$ cat src/rtl/data_compare_pkg.sv
// Shared definitions for the multi-cycle magnitude comparator:
// one-hot result encodings and the sequencer state type.
package data_compare_pkg;

  localparam logic [2:0] CMP_GT = 3'b100;
  localparam logic [2:0] CMP_EQ = 3'b010;
  localparam logic [2:0] CMP_LT = 3'b001;

  typedef enum logic {
    IDLE = 1'b0,
    RUN  = 1'b1
  } state_t;

endpackage

$ cat src/rtl/chunk_compare.sv
// Combinational CHUNK-bit unsigned compare. Optionally flips the MSB of both
// operands, which maps two's-complement ordering onto unsigned ordering.
module chunk_compare #(
  parameter int CHUNK = 8
) (
  input  logic [CHUNK-1:0] i_a,
  input  logic [CHUNK-1:0] i_b,
  input  logic             i_inv_msb,
  output logic             o_gt,
  output logic             o_eq,
  output logic             o_lt
);

  logic [CHUNK-1:0] w_msk;
  logic [CHUNK-1:0] w_a;
  logic [CHUNK-1:0] w_b;

  assign w_msk = CHUNK'(i_inv_msb) << (CHUNK - 1);
  assign w_a   = i_a ^ w_msk;
  assign w_b   = i_b ^ w_msk;

  assign o_gt = (w_a > w_b);
  assign o_eq = (w_a == w_b);
  assign o_lt = (w_a < w_b);

endmodule

$ cat src/rtl/data_compare_seq.sv
// Sequential magnitude comparator: latches two WIDTH-bit operands and compares
// them CHUNK bits per cycle from the MSB chunk, stopping at the first difference.
module data_compare_seq
  import data_compare_pkg::*;
#(
  parameter int WIDTH = 32,
  parameter int CHUNK = 8
) (
  input  logic                            iClk,
  input  logic                            iRst,
  input  logic                            iStart,
  input  logic                            iSigned,
  input  logic [WIDTH-1:0]                iData_a,
  input  logic [WIDTH-1:0]                iData_b,
  output logic                            oBusy,
  output logic                            oValid,
  output logic [2:0]                      oData,
  output logic [$clog2(WIDTH/CHUNK):0]    oCycles
);

  localparam int NCHUNK = WIDTH / CHUNK;
  localparam int IW     = (NCHUNK > 1) ? $clog2(NCHUNK) : 1;
  localparam int CW     = $clog2(NCHUNK) + 1;

  generate
    if (CHUNK < 1 || WIDTH < CHUNK || (WIDTH % CHUNK) != 0) begin : g_bad_param
      $error("data_compare_seq: WIDTH must be a positive multiple of CHUNK");
    end
  endgenerate

  state_t           r_state;
  logic [WIDTH-1:0] r_a;
  logic [WIDTH-1:0] r_b;
  logic             r_signed;
  logic [IW-1:0]    r_idx;
  logic [CW-1:0]    r_cnt;
  logic             r_busy;
  logic             r_valid;
  logic [2:0]       r_data;
  logic [CW-1:0]    r_cycles;

  logic [CHUNK-1:0] w_chunk_a;
  logic [CHUNK-1:0] w_chunk_b;
  logic             w_inv_msb;
  logic             w_gt;
  logic             w_eq;
  logic             w_lt;

  // Only the most significant chunk carries the sign bit.
  assign w_chunk_a = r_a[int'(r_idx) * CHUNK +: CHUNK];
  assign w_chunk_b = r_b[int'(r_idx) * CHUNK +: CHUNK];
  assign w_inv_msb = r_signed && (r_idx == IW'(NCHUNK - 1));

  chunk_compare #(
    .CHUNK (CHUNK)
  ) u_chunk_compare (
    .i_a       (w_chunk_a),
    .i_b       (w_chunk_b),
    .i_inv_msb (w_inv_msb),
    .o_gt      (w_gt),
    .o_eq      (w_eq),
    .o_lt      (w_lt)
  );

  // NOTE: sequential state uses non-blocking assignments so every register
  // samples pre-edge values regardless of statement order.
  always_ff @(posedge iClk) begin
    if (iRst) begin
      r_state  <= IDLE;
      r_a      <= '0;
      r_b      <= '0;
      r_signed <= 1'b0;
      r_idx    <= '0;
      r_cnt    <= '0;
      r_busy   <= 1'b0;
      r_valid  <= 1'b0;
      r_data   <= 3'b000;
      r_cycles <= '0;
    end else begin
      r_valid <= 1'b0;
      case (r_state)
        IDLE: begin
          if (iStart) begin
            r_a      <= iData_a;
            r_b      <= iData_b;
            r_signed <= iSigned;
            r_idx    <= IW'(NCHUNK - 1);
            r_cnt    <= CW'(1);
            r_busy   <= 1'b1;
            r_state  <= RUN;
          end
        end
        RUN: begin
          if (!w_eq) begin
            r_data   <= w_gt ? CMP_GT : (w_lt ? CMP_LT : CMP_EQ);
            r_cycles <= r_cnt;
            r_valid  <= 1'b1;
            r_busy   <= 1'b0;
            r_state  <= IDLE;
          end else if (r_idx == '0) begin
            r_data   <= CMP_EQ;
            r_cycles <= r_cnt;
            r_valid  <= 1'b1;
            r_busy   <= 1'b0;
            r_state  <= IDLE;
          end else begin
            r_idx <= r_idx - IW'(1);
            r_cnt <= r_cnt + CW'(1);
          end
        end
        default: r_state <= IDLE;
      endcase
    end
  end

  assign oBusy   = r_busy;
  assign oValid  = r_valid;
  assign oData   = r_data;
  assign oCycles = r_cycles;

endmodule

$ cat config.mk
export PLATFORM = sky130hd
export DESIGN_NAME = data_compare_seq
export DESIGN_NICKNAME = d
export VERILOG_FILES = /design/src/rtl/data_compare_pkg.sv /design/src/rtl/chunk_compare.sv /design/src/rtl/data_compare_seq.sv
export SDC_FILE = /design/constraint.sdc
export NUM_CORES = 1
export LEC_CHECK = 0
export ABC_AREA = 1
export BUFFER_PORTS_ARGS = -buffer_cell sky130_fd_sc_hd__buf_4
export CAP_MARGIN = 20
export CELL_PAD_IN_SITES_DETAIL_PLACEMENT = 2
export CELL_PAD_IN_SITES_GLOBAL_PLACEMENT = 2
export CORE_MARGIN = 4
export CORE_UTILIZATION = 27
export DETAILED_ROUTE_END_ITERATION = 8
export GPL_ROUTABILITY_DRIVEN = 1
export PLACE_DENSITY = 0.73
export SLEW_MARGIN = 20
export SYNTH_ARGS = -nofsm -noshare
export SYNTH_HDL_FRONTEND = slang
export SYNTH_SLANG_ARGS = --single-unit
$ cat constraint.sdc
create_clock -name iClk -period 1.9 [get_ports iClk]
set_input_delay 0.38 -clock iClk [delete_from_list [all_inputs] [get_ports iClk]]
set_output_delay 0.38 -clock iClk [all_outputs]
set_load 0.005 [all_outputs]
# ---- Word-level counts from Yosys, hierarchy flattened
# Cells that the tools add are included.
dict set report word_totals {
  latch_bits 0
  input_bits 68
  n_memories 0
  word_cells 57
  register_bits 79
  ram_bits 0
  mem_bits_ro 0
}
dict set report op_classes {
  n_addsub 2
  n_bitwise 3
  mul 0
  eq_ne 7
  n_lt_le_gt_ge 2
  n_div 0
  n_mux 24
  reduce_logical 7
  n_shift 2
}
# cell n
set op_table {}
lappend op_table {{indexed part select 32 x 6 -> 8 bit} 2}
lappend op_table {{2-to-1 mux 3 bit} 8}
lappend op_table {{XOR 8 bit} 2}
lappend op_table {{== test 8 bit} 1}
lappend op_table {{> comparator 8 bit} 1}
lappend op_table {{less-than comparator 8 bit} 1}
lappend op_table {{2-to-1 mux 1 bit} 8}
lappend op_table {{2-to-1 mux 2 bit} 4}
lappend op_table {{one-hot mux 3 bit (2 select lines)} 1}
lappend op_table {{AND reduction 2 bit} 3}
lappend op_table {{!= test 2 x 1 -> 1 bit, second input constant} 2}
lappend op_table {{!= test 2 bit, second input constant} 2}
lappend op_table {{one-hot mux 1 bit (2 select lines)} 2}
lappend op_table {{one-hot mux 2 bit (2 select lines)} 1}
lappend op_table {{adder 3 x 1 -> 3 bit, second input constant} 1}
lappend op_table {{!= test 3 x 2 -> 1 bit, second input constant} 1}
lappend op_table {{AND reduction 3 bit} 1}
lappend op_table {{== test 2 bit, second input constant} 1}
lappend op_table {{logical NOT 2 bit} 1}
lappend op_table {{OR reduction 2 bit} 1}
lappend op_table {{subtractor 2 x 1 -> 2 bit, second input constant} 1}
lappend op_table {{logical AND 1 bit} 1}
lappend op_table {{NOT 1 bit} 1}

# ---- Logic depth before layout (Yosys ltp)
# Gate-level depths: netlist (run 1).
dict set report logic_depth {
  ltp_word 7
  ltp_mapped 15
  mapped_depth_nobuf 14
}

# ---- By module
# A second synthesis (run 1) with hierarchy kept.
dict set report hier_totals {
  hier_cells 488
  area_unflattened_um2 3573.4
}
# module area_each_um2 seq_area_each_um2 cells_per_inst n_inst
set modules_own_cells {}
lappend modules_own_cells {data_compare_seq 3315.7 1581.5 449 1}
lappend modules_own_cells {chunk_compare 257.7 0.0 39 1}

# ---- Worst setup path before layout (run 1)
# Ideal clock, no wire load.
dict set report synth_path {
  kind {reg2reg}
  from {reg r_idx[0]}
  to {reg r_cycles[0] (netlist: oCycles[0])}
  slack_ns -0.117
  period_less_slack_ns 2.017
  stages_incl_launch_ff 13
  arrival_time_ns 1.900
  setup_time_ns 0.117
  cell_sequence {dfxtp_1 > buf_2 > clkbuf_1 > a21oi_1 > a32o_1 > ha_1 > nand2_1 > nor2_2 > nand2_1 > nand2_2 > nand2_1 > nand2_1 > o21ai_1}
}
dict set report synth_between {
  elab_chain_cells 6
  word_cells_on_any_way 11
  classes_between {eq/ne: 3; shift: 2; mux: 1; bitwise: 2; reduce/logical: 3}
}
# item line
set synth_lines {}
lappend synth_lines {{from (decl)} data_compare_seq.sv:35} ;# logic [IW-1:0] r_idx;
lappend synth_lines {{from (signal assigned)} data_compare_seq.sv:87} ;# r_idx <= IW'(NCHUNK - 1);
lappend synth_lines {{from (signal assigned)} data_compare_seq.sv:107} ;# r_idx <= r_idx - IW'(1);
lappend synth_lines {{branches (longest 6 deep; another with indexed part select 32 x 6 -> 8 bit)} n/a}
lappend synth_lines {{to (signal assigned)} data_compare_seq.sv:96} ;# r_cycles <= r_cnt;
lappend synth_lines {{to (signal assigned)} data_compare_seq.sv:102} ;# r_cycles <= r_cnt;
lappend synth_lines {{to (decl)} data_compare_seq.sv:40} ;# logic [CW-1:0] r_cycles;
# Parallel ways; which one is timed is not known.
# A chain may end at the register's enable or synchronous reset.

# ---- Worst setup path in the final report (run 1)
dict set report layout_path {
  from {reg r_idx[0]}
  to {reg r_idx[0]}
}
dict set report layout_between {
  elab_chain_cells 6
  word_cells_on_any_way 15
  classes_between {add/sub: 1; eq/ne: 4; shift: 2; mux: 3; bitwise: 2; reduce/logical: 3}
}
# item
set layout_lines {}
lappend layout_lines {{branches (longest 6 deep; another with indexed part select 32 x 6 -> 8 bit)}}
# Parallel ways; which one is timed is not known. The select of a mux whose other input is x is not followed.

==> results of run 1 <==
## area by class of cell
| cell class | count | area (sq um) | share of cell area, % |
|---|---|---|---|
| Inverter | 15 | 71.32 | 1.431 |
| Timing Repair inverter | 1 | 6.256 | 0.1255 |
| Multi-Input combinational cell | 355 | 1928 | 38.68 |
| Sequential cell | 79 | 1587 | 31.83 |
| Timing Repair Buffer | 102 | 884.6 | 17.75 |
| Tap cell | 172 | 215.2 | 4.317 |
| Clock buffer | 13 | 250.2 | 5.020 |
| Clock inverter | 3 | 42.54 | 0.8534 |
## registers in the layout, indices dropped and copies added (netlist names), 2 cells and up
name     count
r_cnt        3
oCycles      3
r_a         32
r_idx        2
r_b         32
oData        3
## per-stage QoR
step | worst slack, ps | utilization [%] | instances
floorplan | 0.9345 | - | 481
finish | -341.9 | 39.34 | 740
detailed placement | -388.4 | 33.66 | 711
global placement | -264.9 | 33.66 | 711
global route | -427.9 | 39.34 | 740
CTS | -194.4 | 36.95 | 733
## report_power, final
part	switching [uW]	internal [uW]	total, uW
Clock	682	1050	1730
Combinational	578	483	1060
Sequential	92.0	1790	1880
Total	1350	3320	4670
## cell usage in the layout (no fill, tap or decap), types with 6 or more instances in the layout
cell,synthesis,routed
sky130_fd_sc_hd__nand2_4,1,6
sky130_fd_sc_hd__a21oi_2,0,6
sky130_fd_sc_hd__o21ai_0,71,63
sky130_fd_sc_hd__nor2_1,148,146
sky130_fd_sc_hd__nand2_2,2,11
sky130_fd_sc_hd__o21ai_1,12,19
sky130_fd_sc_hd__ha_4,0,6
sky130_fd_sc_hd__nand2_1,58,44
sky130_fd_sc_hd__dfxtp_1,79,77
sky130_fd_sc_hd__clkbuf_16,0,10
sky130_fd_sc_hd__inv_1,11,10
sky130_fd_sc_hd__a21oi_1,19,13
sky130_fd_sc_hd__buf_4,1,92
## kinds of logic after synthesis
group | Yosys count | synth area share [%]
AOI/OAI and AO/OA | 116 | 17.78
xor gates and xnor gates | 3 | 0.7485
adders and majority gates | 11 | 3.920
buffers and inverters | 47 | 7.056
DFF | 79 | 45.05
and+or+nand+nor | 225 | 25.45
## layer usage
metal	share of wire (%)	up-vias	wire (microns)
met5	0	-	0
met4	2.6	0	339
met3	3.8	21	508
met2	51	67	6790
met1	42	1697	5595
li1	-	1739	-
## worst reg2reg max path, cell delays in order, from the launching register on
cell                      delay (ps)
sky130_fd_sc_hd__dfxtp_4         410
sky130_fd_sc_hd__buf_6           130
sky130_fd_sc_hd__ha_1            150
sky130_fd_sc_hd__nand2_1         150
sky130_fd_sc_hd__xor2_1          210
sky130_fd_sc_hd__ha_1            320
sky130_fd_sc_hd__nand2_2          80
sky130_fd_sc_hd__nor2_4          190
sky130_fd_sc_hd__nand3_4         140
sky130_fd_sc_hd__o21ai_0         270
sky130_fd_sc_hd__a21oi_2          60
## what timing repair did
action                     CTS  global route
resized for setup           18            54
setup buffers                4             6
cloned                       2             1
pin swaps                    3            20
setup endpoints to repair   14            14
## how the worst max path moves through the flow
stage	start	endpoint	slack (ps)	cells after the start
global route	r_idx[0]	oCycles[0]	-430	14
detailed placement	r_idx[0]	oCycles[0]	-390	12
global placement	r_idx[0]	oCycles[0]	-260	12
finish	r_idx[0]	r_idx[0]	-340	10
floorplan	r_idx[0]	oCycles[0]	0.9	14
CTS	r_idx[0]	oCycles[0]	-190	13
==> impl_table.tex, run 1 <==
\begin{tabular}{lr}
\hline
Metric & Value \\
\hline
\multicolumn{2}{l}{\textbf{Die}} \\
\quad Num rows & 41 \\
\quad Chip height & 122.0 microns \\
\quad Boundary pin count & 76 \\
\quad Horizontal die dimension & 122.0 microns \\
\quad Area of the placeable core & 0.01267 sq mm \\
\quad Area enclosed by the die boundary & 0.01489 sq mm \\
\quad Initial cell density of the core & 27.71\% \\
\multicolumn{2}{l}{\textbf{Clock tree}} \\
\quad Clock-pin slew of the registers on the worst-case setup and hold paths & 60 ps \\
\quad Number of clock buffers inserted by TritonCTS & 9 \\
\quad Level count of the clock H-tree & 3 \\
\quad CTS root buf & sky130\_fd\_sc\_hd\_\_clkbuf\_16 \\
\quad Number of clock sinks & 79 \\
\quad Hold-fix buffers, CTS & 0 \\
\quad Worst-skew pair later-pin latency & 340 ps \\
\quad CTS max path bufs & 2 \\
\quad CTS tree & done \\
\multicolumn{2}{l}{\textbf{Flow run}} \\
\quad Total of max-cap violations & 0 \\
\multicolumn{2}{l}{\textbf{Power and ir drop}} \\
\quad Max VDD drop & 401.7 uV \\
\quad Static leakage & 0.002133 uW \\
\quad Total power of the final layout & 4673 uW \\
\quad Power per Cell Area & 937.4 mW/mm\^{}2 \\
\multicolumn{2}{l}{\textbf{Logic synthesis}} \\
\quad Cell types with the highest counts after synthesis & 148 x sky130\_fd\_sc\_hd\_\_nor2\_1, 79 x sky130\_fd\_sc\_hd\_\_dfxtp\_1, 71 x sky130\_fd\_sc\_hd\_\_o21ai\_0 \\
\quad Syn. warnings & 0 \\
\quad Post-synthesis cell area & 0.003511 sq mm \\
\quad Share of synthesized flip-flops with an asynchronous set or reset & 0\% \\
\quad Cell types with the largest area share after synthesis & sky130\_fd\_sc\_hd\_\_dfxtp\_1 45\%, sky130\_fd\_sc\_hd\_\_nor2\_1 16\%, sky130\_fd\_sc\_hd\_\_o21ai\_0 10\% \\
\quad Most repeated cell in the gate-level netlist after synthesis & sky130\_fd\_sc\_hd\_\_nor2\_1 \\
\quad Number of instances in the synthesized netlist & 481 \\
\quad Primary FF master, synth & sky130\_fd\_sc\_hd\_\_dfxtp\_1 \\
\quad Synthesized netlist net count & 560 \\
\quad Share of Yosys cell area claimed by the top area cell type & 45.05\% \\
\quad Share of synthesized area occupied by flip-flops and latches & 45.05\% \\
\quad Yosys reg bits & 79 \\
\quad Synth area leader & sky130\_fd\_sc\_hd\_\_dfxtp\_1 \\
\quad Cell variety after synth & 26 \\
\quad Average footprint of a synthesized cell & 7.299 sq um \\
\quad Number of flops mapped to enable cells by yosys & 0 \\
\multicolumn{2}{l}{\textbf{Worst setup path}} \\
\quad Cell family with the largest share of critical-path delay & simple AND/OR/NAND/NOR gates \\
\quad Startpoint of the most critical register-to-register path & r\_idx[0] \\
\quad FF-to-FF End & r\_idx[0] \\
\quad Required time of the critical path & 2120 ps \\
\quad Setup slack, reg-to-reg & -340 ps \\
\quad Ordered cell list for the critical path & buf\_6 -> ha\_1 -> nand2\_1 -> xor2\_1 -> ha\_1 -> nand2\_2 -> nor2\_4 -> nand3\_4 -> o21ai\_0 -> a21oi\_2 \\
\quad Type of element launching the critical path & flop \\
\quad Critical path buffer and inverter count & 1 \\
\quad Setup Crit Path Kind & reg2reg \\
\quad Worst EP arrival & 2460 ps \\
\quad Critical path's slowest cell & sky130\_fd\_sc\_hd\_\_dfxtp\_4 \\
\quad Reg2Reg Depth & 10 \\
\quad Largest stage delay on the critical path & 410 ps \\
\quad Largest fanout on the critical path & 6 \\
\quad Top cell by count, worst path & sky130\_fd\_sc\_hd\_\_ha\_1 \\
\quad Critical path endpoint category & flop \\
\multicolumn{2}{l}{\textbf{Worst hold path}} \\
\quad Hold Crit Endpoint & r\_a[18] \\
\quad Worst min-delay path category & in2reg \\
\quad Number of stages on the worst hold path & 3 \\
\quad Worst min-delay path startpoint & iData\_a[18] \\
\multicolumn{2}{l}{\textbf{STA}} \\
\quad Transition time at the pin with the least slew margin & 432.2 ps \\
\quad Min Tclk post-route & 2242 ps \\
\quad Fin worst setup slack & -341.9 ps \\
\quad Setup repair after global routing missed its margin & yes \\
\quad Min Hold Slack & 279.7 ps \\
\quad Maximum clock frequency & 446.0 MHz \\
\quad Max-slew violations & 0 \\
\quad Worst slew margin relative to its limit & 71.19\% \\
\quad Final setup vio count & 14 \\
\quad Hold Vio Cnt, Final & 0 \\
\quad Setup Skew & 5.221 ps \\
\quad Setup Total Neg Slack & -3949 ps \\
\quad Portion of the clock cycle consumed by the worst path in the final layout & 118.0\% \\
\multicolumn{2}{l}{\textbf{Routing}} \\
\quad Drt via density & 4.762 \\
\quad Routed WL per cell & 17.88 microns \\
\quad 1st-pass router iterations & 4 \\
\quad Vias post-DR & 3524 \\
\quad Overall routed net length & 13230 microns \\
\quad Count of unresolved DRC violations after routing & 0 \\
\quad Residual antenna-violating net count after detailed routing & 0 \\
\quad Initial DRC count & 149 \\
\multicolumn{2}{l}{\textbf{Placement}} \\
\quad HPWL after detailed placement & 8590 microns \\
\quad Cell area reported after detailed placement & 0.004265 sq mm \\
\quad Routability-driven placement congestion ratio & 0.8096 \\
\quad Quantity of I/O buffers inserted on ports & 75 \\
\multicolumn{2}{l}{\textbf{GRT}} \\
\quad Antenna violations before repair & 0 \\
\quad GR Util met3 & 3.668\% \\
\quad Most used routing layer in global routing & met2 \\
\quad Overflow left after global routing & 0 \\
\quad Via count of the first global-routing pass & 3873 \\
\quad GR Layer Usage met1 & 20.98\% \\
\quad Met2 capacity usage during global routing & 30.25\% \\
\quad Global router's overall resource usage & 17.24\% \\
\quad Maximum number of pins on one net before global-route repair & 67 \\
\quad Global-route wire length before repair & 19790 microns \\
\multicolumn{2}{l}{\textbf{Layout}} \\
\quad Final-stage net count & 642 \\
\quad Share of post-route cells with drive strength above 1 & 30.46\% \\
\quad Antenna Cells & 0 \\
\quad Layout area overhead & 41.98\% \\
\quad Fill cell instance count of the final layout & 1476 \\
\quad Area of all placed cells without fillers & 0.004985 sq mm \\
\multicolumn{2}{l}{\textbf{Run status}} \\
\quad Failing checks & negative setup slack \\
\quad Outcome & finished, violations left \\
\hline
\end{tabular}
Note: power is estimated with default switching activity, not from simulation.
==> run 2, diff against run 1 <==
--- a/config.mk
+++ b/config.mk
@@ -5,16 +5,14 @@
 export SDC_FILE = /design/constraint.sdc
 export NUM_CORES = 1
 export LEC_CHECK = 0
-export ABC_AREA = 1
 export BUFFER_PORTS_ARGS = -buffer_cell sky130_fd_sc_hd__buf_4
-export CAP_MARGIN = 20
 export CELL_PAD_IN_SITES_DETAIL_PLACEMENT = 2
 export CELL_PAD_IN_SITES_GLOBAL_PLACEMENT = 2
 export CORE_MARGIN = 4
-export CORE_UTILIZATION = 27
+export CORE_UTILIZATION = 29
 export DETAILED_ROUTE_END_ITERATION = 8
 export GPL_ROUTABILITY_DRIVEN = 1
-export PLACE_DENSITY = 0.73
+export PLACE_DENSITY = 0.74
 export SLEW_MARGIN = 20
 export SYNTH_ARGS = -nofsm -noshare
 export SYNTH_HDL_FRONTEND = slang
==> run 2 against run 1 <==
- the flow still finishes with violations (negative setup slack)
- clock skew fell by 0.77 ps
- sequential share of layout area rose by 2.1 points
- combinational power fell by 23%
- critical path depth fell by 2
- final cell count fell by 16%
- sequential power fell by 2%
- wire length fell by 19%
- count of clock-buffer cells in the layout fell by 1
- die area fell by 9.2%
- synthesized area fell by 3.1%
- critical path type unchanged
- largest power group unchanged
==> impl_table.tex, run 2 <==
\begin{tabular}{lr}
\hline
Metric & Value \\
\hline
\multicolumn{2}{l}{\textbf{Logic synthesis}} \\
\quad Cell types with the highest counts after synthesis & 136 x sky130\_fd\_sc\_hd\_\_nand2\_1, 79 x sky130\_fd\_sc\_hd\_\_dfxtp\_1, 72 x sky130\_fd\_sc\_hd\_\_a21oi\_1 (was 148 x sky130\_fd\_sc\_hd\_\_nor2\_1, 79 x sky130\_fd\_sc\_hd\_\_dfxtp\_1, 71 x sky130\_fd\_sc\_hd\_\_o21ai\_0) \\
\quad Post-synthesis cell area & 0.003401 sq mm (was 0.003511 sq mm) \\
\quad Primary FF master, synth & sky130\_fd\_sc\_hd\_\_dfxtp\_1 (unchanged) \\
\quad Share of synthesized area occupied by flip-flops and latches & 46.50\% (was 45.05\%) \\
\quad Share of Yosys cell area claimed by the top area cell type & 46.50\% (was 45.05\%) \\
\quad Yosys reg bits & 79 (unchanged) \\
\quad Number of instances in the synthesized netlist & 390 (was 481) \\
\quad Share of synthesized flip-flops with an asynchronous set or reset & 0\% (unchanged) \\
\quad Cell variety after synth & 30 (was 26) \\
\quad Number of flops mapped to enable cells by yosys & 0 (unchanged) \\
\quad Synthesized netlist net count & 469 (was 560) \\
\quad Most repeated cell in the gate-level netlist after synthesis & sky130\_fd\_sc\_hd\_\_nand2\_1 (was sky130\_fd\_sc\_hd\_\_nor2\_1) \\
\quad Syn. warnings & 0 (unchanged) \\
\quad Cell types with the largest area share after synthesis & sky130\_fd\_sc\_hd\_\_dfxtp\_1 47\%, sky130\_fd\_sc\_hd\_\_nand2\_1 15\%, sky130\_fd\_sc\_hd\_\_a21oi\_1 11\% (was sky130\_fd\_sc\_hd\_\_dfxtp\_1 45\%, sky130\_fd\_sc\_hd\_\_nor2\_1 16\%, sky130\_fd\_sc\_hd\_\_o21ai\_0 10\%) \\
\quad Average footprint of a synthesized cell & 8.720 sq um (was 7.299 sq um) \\
\quad Synth area leader & sky130\_fd\_sc\_hd\_\_dfxtp\_1 (unchanged) \\
\multicolumn{2}{l}{\textbf{Die}} \\
\quad Horizontal die dimension & 116.3 microns (was 122.0 microns) \\
\quad Boundary pin count & 76 (unchanged) \\
\quad Initial cell density of the core & 29.66\% (was 27.71\%) \\
\quad Area of the placeable core & 0.01147 sq mm (was 0.01267 sq mm) \\
\quad Area enclosed by the die boundary & 0.01352 sq mm (was 0.01489 sq mm) \\
\quad Chip height & 116.3 microns (was 122.0 microns) \\
\quad Num rows & 39 (was 41) \\
\multicolumn{2}{l}{\textbf{STA}} \\
\quad Portion of the clock cycle consumed by the worst path in the final layout & 128.5\% (was 118.0\%) \\
\quad Fin worst setup slack & -540.9 ps (was -341.9 ps) \\
\quad Max-slew violations & 0 (unchanged) \\
\quad Min Tclk post-route & 2441 ps (was 2242 ps) \\
\quad Worst slew margin relative to its limit & 74.64\% (was 71.19\%) \\
\quad Transition time at the pin with the least slew margin & 379.9 ps (was 432.2 ps) \\
\quad Setup Skew & 4.449 ps (was 5.221 ps) \\
\quad Maximum clock frequency & 409.7 MHz (was 446.0 MHz) \\
\quad Hold Vio Cnt, Final & 0 (unchanged) \\
\quad Setup repair after global routing missed its margin & yes (unchanged) \\
\quad Final setup vio count & 14 (unchanged) \\
\multicolumn{2}{l}{\textbf{Clock tree}} \\
\quad Number of clock sinks & 79 (unchanged) \\
\quad Number of clock buffers inserted by TritonCTS & 9 (unchanged) \\
\quad Worst-skew pair later-pin latency & 340 ps (about the same) \\
\quad Hold-fix buffers, CTS & 0 (unchanged) \\
\quad CTS max path bufs & 2 (unchanged) \\
\quad Clock-pin slew of the registers on the worst-case setup and hold paths & 60 ps (about the same) \\
\quad CTS tree & done (unchanged) \\
\quad CTS root buf & sky130\_fd\_sc\_hd\_\_clkbuf\_16 (unchanged) \\
\quad Level count of the clock H-tree & 3 (unchanged) \\
\multicolumn{2}{l}{\textbf{Worst setup path}} \\
\quad Required time of the critical path & 2170 ps (was 2120 ps) \\
\quad Setup slack, reg-to-reg & -540 ps (was -340 ps) \\
\quad Critical path endpoint category & flop (unchanged) \\
\quad Setup Crit Path Kind & reg2reg (unchanged) \\
\quad Type of element launching the critical path & flop (unchanged) \\
\quad Critical path buffer and inverter count & 1 (unchanged) \\
\quad Largest fanout on the critical path & 5 (was 6) \\
\quad Ordered cell list for the critical path & mux4\_2 -> xor2\_1 -> ha\_1 -> buf\_4 -> o21ai\_1 -> nor2\_1 -> or4\_1 -> o22ai\_1 (was buf\_6 -> ha\_1 -> nand2\_1 -> xor2\_1 -> ha\_1 -> nand2\_2 -> nor2\_4 -> nand3\_4 -> o21ai\_0 -> a21oi\_2) \\
\quad Cell family with the largest share of critical-path delay & multiplexers (was simple AND/OR/NAND/NOR gates) \\
\quad Critical path's slowest cell & sky130\_fd\_sc\_hd\_\_mux4\_2 (was sky130\_fd\_sc\_hd\_\_dfxtp\_4) \\
\quad Worst EP arrival & 2710 ps (was 2460 ps) \\
\quad Largest stage delay on the critical path & 530 ps (was 410 ps) \\
\multicolumn{2}{l}{\textbf{Routing}} \\
\quad Drt via density & 4.866 (was 4.762) \\
\quad Routed WL per cell & 17.28 microns (was 17.88 microns) \\
\quad Initial DRC count & 112 (was 149) \\
\quad Overall routed net length & 10700 microns (was 13230 microns) \\
\quad Count of unresolved DRC violations after routing & 0 (unchanged) \\
\quad Vias post-DR & 3012 (was 3524) \\
\quad 1st-pass router iterations & 4 (unchanged) \\
\quad Residual antenna-violating net count after detailed routing & 0 (unchanged) \\
\multicolumn{2}{l}{\textbf{Layout}} \\
\quad Share of post-route cells with drive strength above 1 & 29.83\% (was 30.46\%) \\
\quad Most common library cell in the layout ignoring fill and taps & sky130\_fd\_sc\_hd\_\_nand2\_1 (was sky130\_fd\_sc\_hd\_\_nor2\_1) \\
\quad Biggest regs & r\_a (32), r\_b (32) (unchanged) \\
\quad Antenna Cells & 0 (unchanged) \\
\quad Layout area overhead & 37.27\% (was 41.98\%) \\
\quad Final-stage net count & 550 (was 642) \\
\quad Fill cell instance count of the final layout & 1278 (was 1476) \\
\quad Utilization after layout & 40.71\% (was 39.34\%) \\
\quad Commonest cells after routing, fill and taps aside & 136 x sky130\_fd\_sc\_hd\_\_nand2\_1, 89 x sky130\_fd\_sc\_hd\_\_buf\_4, 78 x sky130\_fd\_sc\_hd\_\_dfxtp\_1, 72 x sky130\_fd\_sc\_hd\_\_a21oi\_1, 16 x sky130\_fd\_sc\_hd\_\_mux4\_2 (was 146 x sky130\_fd\_sc\_hd\_\_nor2\_1, 92 x sky130\_fd\_sc\_hd\_\_buf\_4, 77 x sky130\_fd\_sc\_hd\_\_dfxtp\_1, 63 x sky130\_fd\_sc\_hd\_\_o21ai\_0, 44 x sky130\_fd\_sc\_hd\_\_nand2\_1) \\
\multicolumn{2}{l}{\textbf{Power and ir drop}} \\
\quad Static leakage & 0.001898 uW (was 0.002133 uW) \\
\quad Total power of the final layout & 4374 uW (was 4673 uW) \\
\quad Max VDD drop & 580.4 uV (was 401.7 uV) \\
\quad Power per Cell Area & 936.9 mW/mm\^{}2 (was 937.4 mW/mm\^{}2) \\
\multicolumn{2}{l}{\textbf{Placement}} \\
\quad Routability-driven placement congestion ratio & 0.7721 (was 0.8096) \\
\quad HPWL after detailed placement & 7713 microns (was 8590 microns) \\
\quad Quantity of I/O buffers inserted on ports & 75 (unchanged) \\
\multicolumn{2}{l}{\textbf{GRT}} \\
\quad Antenna violations before repair & 0 (unchanged) \\
\quad Global-route wire length before repair & 17410 microns (was 19790 microns) \\
\quad Via count of the first global-routing pass & 3481 (was 3873) \\
\quad Maximum number of pins on one net before global-route repair & 55 (was 67) \\
\quad Global router's overall resource usage & 17.12\% (was 17.24\%) \\
\quad Overflow left after global routing & 0 (unchanged) \\
\multicolumn{2}{l}{\textbf{Run status}} \\
\quad Failing checks & negative setup slack (unchanged) \\
\quad Outcome & finished, violations left (unchanged) \\
\multicolumn{2}{l}{\textbf{Worst hold path}} \\
\quad Worst min-delay path category & in2reg (unchanged) \\
\multicolumn{2}{l}{\textbf{Flow run}} \\
\quad Total of max-cap violations & 0 (unchanged) \\
\hline
\end{tabular}
==> run 2: per-stage QoR <==
stage	hold WS (ps)	TNS (ps)	std cells	worst slack, ps	area [sq um]
2_1_floorplan	433.1	-5338	390	-465.5	3505
6_report	286.1	-6733	619	-540.9	4668
4_1_cts	277.6	-6904	618	-550.2	4648
3_3_place_gp	441.1	-6530	600	-503.7	4332
5_1_grt	284.3	-8371	619	-667.5	4668
3_5_place_dp	453.0	-7448	600	-587.2	4332
==> run 2: kinds of logic after synthesis <==
family          after synthesis  share of synthesized area (%)
simple gates                157                          19.39
compound gates               83                          13.36
flops                        79                          46.50
buf+inv                      39                          4.709
mux                          19                          11.48
fa+ha+maj                    11                          4.047
xor+xnor                      2                         0.5152
==> run 2: area by class of cell <==
class | count | area (sq um) | share of cell area [%]
Inverter | 11 | 41.29 | 0.8845
Clock buffer | 12 | 246.5 | 5.280
Sequential cell | 79 | 1585 | 33.96
Multi-Input combinational cell | 272 | 1758 | 37.66
Clock inverter | 4 | 45.04 | 0.9649
Tap cell | 143 | 178.9 | 3.833
Timing Repair Buffer | 98 | 813.3 | 17.42
==> run 2: routing by layer <==
metal	wire length, microns	global-route usage, %
met1	4306	19.03
met5	0	0
met2	5760	31.16
met3	417	4.870
met4	213	5.878
==> run 2: worst min-delay path, stage by stage <==
cell and delay [ps]:
sky130_fd_sc_hd__buf_4 100, sky130_fd_sc_hd__nand2_1 50, sky130_fd_sc_hd__a21oi_1 50
==> run 2: what timing repair did <==
item / CTS / global route
hold endpoints to repair: 0 / 0
resized for setup: 3 / 4
setup endpoints to repair: 14 / 14
pin swaps: 4 / 4
setup buffers: 2 / 1
==> run 2: report_power, final <==
| part | internal [uW] | leakage (uW) | switching [uW] |
|---|---|---|---|
| combinational | 423 | 0.00110 | 396 |
| clock | 1050 | 0.000146 | 671 |
| sequential | 1760 | 0.000650 | 76.6 |
| total | 3230 | 0.00190 | 1140 |
==> run 2: worst paths after layout <==
path                from       end  depth (start not counted)
min          iData_a[10]   r_a[10]                          3
max             r_idx[0]  oData[0]                          8
min reg2reg       r_a[1]    r_a[1]                          2
max reg2reg     r_idx[0]  oData[0]                          8
==> run 3, diff against run 2 <==
--- a/config.mk
+++ b/config.mk
@@ -9,10 +9,10 @@
 export CELL_PAD_IN_SITES_DETAIL_PLACEMENT = 2
 export CELL_PAD_IN_SITES_GLOBAL_PLACEMENT = 2
 export CORE_MARGIN = 4
-export CORE_UTILIZATION = 29
+export CORE_UTILIZATION = 32
 export DETAILED_ROUTE_END_ITERATION = 8
 export GPL_ROUTABILITY_DRIVEN = 1
-export PLACE_DENSITY = 0.74
+export PLACE_DENSITY = 0.78
 export SLEW_MARGIN = 20
 export SYNTH_ARGS = -nofsm -noshare
 export SYNTH_HDL_FRONTEND = slang
==> constraint.sdc (replaced) <==
create_clock -name iClk -period 2.8 [get_ports iClk]
set_input_delay 0.56 -clock iClk [delete_from_list [all_inputs] [get_ports iClk]]
set_output_delay 0.56 -clock iClk [all_outputs]
set_load 0.005 [all_outputs]
==> run 3 against run 2 <==
- the flow now finishes without violations
- largest cell class unchanged
- combinational power decreased by 43%
- clock power decreased by 51%
- count of clock-buffer cells in the layout decreased by 2
- first-iteration DRC count decreased by 18%
- via count decreased by 2.7%
- die area decreased by 8.7%
- wire length decreased by 2.4%
- clock skew increased by 11 ps
==> impl_table.tex, run 3 (synthesis gave the netlist of run 2 again) <==
\begin{tabular}{lr}
\hline
Metric & Value \\
\hline
\multicolumn{2}{l}{\textbf{Routing}} \\
\quad Residual antenna-violating net count after detailed routing & 0 (unchanged) \\
\quad 1st-pass router iterations & 4 (unchanged) \\
\quad Drt via density & 4.911 (was 4.866) \\
\quad Overall routed net length & 10440 microns (was 10700 microns) \\
\quad Count of unresolved DRC violations after routing & 0 (unchanged) \\
\quad Vias post-DR & 2932 (was 3012) \\
\quad Routed WL per cell & 17.48 microns (was 17.28 microns) \\
\quad Initial DRC count & 92 (was 112) \\
\multicolumn{2}{l}{\textbf{Worst setup path}} \\
\quad Largest fanout on the critical path & 9 (was 5) \\
\quad Reg2Reg Depth & 9 (was 8) \\
\quad Largest stage delay on the critical path & 520 ps (was 530 ps) \\
\quad Ordered cell list for the critical path & buf\_12 -> mux4\_2 -> xor2\_1 -> ha\_1 -> nand4\_4 -> nor4b\_4 -> buf\_4 -> nor3\_1 -> a211oi\_1 (was mux4\_2 -> xor2\_1 -> ha\_1 -> buf\_4 -> o21ai\_1 -> nor2\_1 -> or4\_1 -> o22ai\_1) \\
\quad Worst EP arrival & 2890 ps (was 2710 ps) \\
\quad Setup Crit Path Kind & reg2reg (unchanged) \\
\quad Startpoint of the most critical register-to-register path & r\_idx[0] (unchanged) \\
\quad Critical path endpoint category & flop (unchanged) \\
\quad Setup slack, reg-to-reg & 170 ps (was -540 ps) \\
\quad FF-to-FF End & r\_cnt[0] (was oData[0]) \\
\quad Critical path's slowest cell & sky130\_fd\_sc\_hd\_\_mux4\_2 (unchanged) \\
\quad Type of element launching the critical path & flop (unchanged) \\
\quad Required time of the critical path & 3060 ps (was 2170 ps) \\
\multicolumn{2}{l}{\textbf{STA}} \\
\quad Portion of the clock cycle consumed by the worst path in the final layout & 93.89\% (was 128.5\%) \\
\quad Fin worst setup slack & 171.0 ps (was -540.9 ps) \\
\quad Worst slew margin relative to its limit & 44.53\% (was 74.64\%) \\
\quad Setup Skew & 15.84 ps (was 4.449 ps) \\
\quad Min Hold Slack & 445.8 ps (was 286.1 ps) \\
\quad Final setup vio count & 0 (was 14) \\
\quad Min Tclk post-route & 2629 ps (was 2441 ps) \\
\quad Transition time at the pin with the least slew margin & 832.0 ps (was 379.9 ps) \\
\quad Maximum clock frequency & 380.4 MHz (was 409.7 MHz) \\
\quad Max-slew violations & 0 (unchanged) \\
\quad Hold Vio Cnt, Final & 0 (unchanged) \\
\quad Setup repair after global routing missed its margin & no (was yes) \\
\multicolumn{2}{l}{\textbf{Clock tree}} \\
\quad Worst-skew pair later-pin latency & 360 ps (was 340 ps) \\
\quad Number of clock sinks & 79 (unchanged) \\
\quad Number of clock buffers inserted by TritonCTS & 9 (unchanged) \\
\quad Level count of the clock H-tree & 3 (unchanged) \\
\quad Clock-pin slew of the registers on the worst-case setup and hold paths & 90 ps (was 60 ps) \\
\quad Hold-fix buffers, CTS & 0 (unchanged) \\
\quad CTS max path bufs & 2 (unchanged) \\
\quad CTS root buf & sky130\_fd\_sc\_hd\_\_clkbuf\_8 (was sky130\_fd\_sc\_hd\_\_clkbuf\_16) \\
\quad CTS tree & done (unchanged) \\
\multicolumn{2}{l}{\textbf{GRT}} \\
\quad Met2 capacity usage during global routing & 31.76\% (was 31.16\%) \\
\quad Global-route wire length before repair & 16980 microns (was 17410 microns) \\
\quad GR Layer Usage met1 & 19.94\% (was 19.03\%) \\
\quad GR Util met3 & 3.766\% (was 4.870\%) \\
\quad Maximum number of pins on one net before global-route repair & 81 (was 55) \\
\quad Overflow left after global routing & 0 (unchanged) \\
\quad Most used routing layer in global routing & met2 (unchanged) \\
\quad Global router's overall resource usage & 17.21\% (was 17.12\%) \\
\quad Antenna violations before repair & 0 (unchanged) \\
\quad Via count of the first global-routing pass & 3278 (was 3481) \\
\multicolumn{2}{l}{\textbf{Power and ir drop}} \\
\quad Clock network fraction of total power & 33.2\% (was 39.3\%) \\
\quad Switching share of power & 28.68\% (was 26.15\%) \\
\quad P\_sw & 733.4 uW (was 1144 uW) \\
\quad Power per Cell Area & 594.7 mW/mm\^{}2 (was 936.9 mW/mm\^{}2) \\
\quad Total power of the final layout & 2557 uW (was 4374 uW) \\
\quad Total internal power & 1824 uW (was 3230 uW) \\
\quad Static leakage & 0.001754 uW (was 0.001898 uW) \\
\quad Proportion of power drawn by combinational gates & 18.2\% (was 18.7\%) \\
\quad Proportion of power drawn by flip-flops and latches & 48.6\% (was 42.0\%) \\
\quad Max VDD drop & 203.1 uV (was 580.4 uV) \\
\multicolumn{2}{l}{\textbf{Worst hold path}} \\
\quad Worst min-delay path startpoint & iData\_b[28] (was iData\_a[10]) \\
\quad Number of stages on the worst hold path & 3 (unchanged) \\
\quad Hold Crit Endpoint & r\_b[28] (was r\_a[10]) \\
\quad Worst min-delay path category & in2reg (unchanged) \\
\multicolumn{2}{l}{\textbf{Layout}} \\
\quad Most common library cell in the layout ignoring fill and taps & sky130\_fd\_sc\_hd\_\_nand2\_1 (unchanged) \\
\quad Final-stage net count & 535 (was 550) \\
\quad Antenna Cells & 0 (unchanged) \\
\quad Biggest regs & r\_a (32), r\_b (32) (unchanged) \\
\quad Post-Layout Cell Count & 597 (was 619) \\
\quad Utilization after layout & 41.66\% (was 40.71\%) \\
\quad Commonest cells after routing, fill and taps aside & 136 x sky130\_fd\_sc\_hd\_\_nand2\_1, 81 x sky130\_fd\_sc\_hd\_\_buf\_4, 78 x sky130\_fd\_sc\_hd\_\_dfxtp\_1, 72 x sky130\_fd\_sc\_hd\_\_a21oi\_1, 16 x sky130\_fd\_sc\_hd\_\_mux4\_2 (was 136 x sky130\_fd\_sc\_hd\_\_nand2\_1, 89 x sky130\_fd\_sc\_hd\_\_buf\_4, 78 x sky130\_fd\_sc\_hd\_\_dfxtp\_1, 72 x sky130\_fd\_sc\_hd\_\_a21oi\_1, 16 x sky130\_fd\_sc\_hd\_\_mux4\_2) \\
\quad Layout area overhead & 26.45\% (was 37.27\%) \\
\quad Fill cell instance count of the final layout & 1183 (was 1278) \\
\quad Share of post-route cells with drive strength above 1 & 26.25\% (was 29.83\%) \\
\multicolumn{2}{l}{\textbf{Placement}} \\
\quad Quantity of I/O buffers inserted on ports & 75 (unchanged) \\
\quad Dpl ws & -7.472 ps (was -587.2 ps) \\
\quad HPWL after detailed placement & 7446 microns (was 7713 microns) \\
\quad Post-Place Cells & 579 (was 600) \\
\quad Routability-driven placement congestion ratio & 0.7403 (was 0.7721) \\
\multicolumn{2}{l}{\textbf{Die}} \\
\quad Boundary pin count & 76 (unchanged) \\
\quad Chip height & 111.1 microns (was 116.3 microns) \\
\quad Num rows & 37 (was 39) \\
\quad Initial cell density of the core & 32.94\% (was 29.66\%) \\
\quad Horizontal die dimension & 111.1 microns (was 116.3 microns) \\
\quad Area enclosed by the die boundary & 0.01234 sq mm (was 0.01352 sq mm) \\
\quad Area of the placeable core & 0.01032 sq mm (was 0.01147 sq mm) \\
\multicolumn{2}{l}{\textbf{Run status}} \\
\quad Outcome & finished clean (was finished, violations left) \\
\multicolumn{2}{l}{\textbf{Flow run}} \\
\quad Total of max-cap violations & 0 (unchanged) \\
\hline
\end{tabular}
run 3: worst max-delay path by stage:
stage | from | slack [ps] | depth (start not counted) | end
floorplan | r_idx[0] | 200 | 8 | r_idx[1]
global placement | r_idx[0] | 110 | 8 | r_cnt[2]
detailed placement | r_idx[0] | -7 | 8 | r_cnt[2]
CTS | r_idx[0] | 60 | 8 | oCycles[1]
global route | r_idx[0] | 30 | 8 | r_cnt[0]
finish | r_idx[0] | 170 | 9 | r_cnt[0]
run 3: final cells by class:
type / count / area, sq um / area share, %
well taps: 136 / 170.2 / 3.957
multi-input cells: 272 / 1669 / 38.81
clock inverters: 6 / 61.31 / 1.426
repair buffers: 83 / 648.1 / 15.07
clock buffers: 10 / 127.6 / 2.968
flip-flops and latches: 79 / 1583 / 36.81
inverters: 11 / 41.29 / 0.9601
run 3: metal layers:
layer	part of all wire [%]	routed length (microns)	vias up
li1	-	-	1439
met1	42	4387	1439
met2	54	5621	44
met3	2.7	285	10
met4	1.4	142	0
met5	0	0	-
run 3: stage by stage:
step / setup TNS, ps / area [sq um]
2_1_floorplan: 0 / 3401
3_3_place_gp: 0 / 4095
3_5_place_dp: -7.472 / 4095
4_1_cts: 0 / 4299
5_1_grt: 0 / 4300
6_report: 0 / 4300
run 3: power by group through the flow:
stage | registers (uW) | clock network [uW] | logic [uW]
floorplan | 1240 | 0 | 300
global placement | 1260 | 0 | 444
detailed placement | 1270 | 0 | 467
CTS | 1240 | 865 | 475
global route | 1250 | 919 | 518
finish | 1240 | 848 | 466
run 3: timing repair:
action | 4_1_cts | 5_1_grt
setup endpoints to repair | 6 | 7
setup buffers | 2 | 0
gates resized for setup | 0 | 1
pin swaps | 1 | 1
run 3: critical path: cells and delay by family (launching register included):
family	cells	cell delay (ps)
AND/OR/NAND/NOR	3	520
multiplexers	1	520
adder cells (fa/ha/maj)	1	340
buffers and inverters	2	370
flip-flops	1	400
AO/OA/AOI/OAI	1	220
XOR/XNOR	1	170
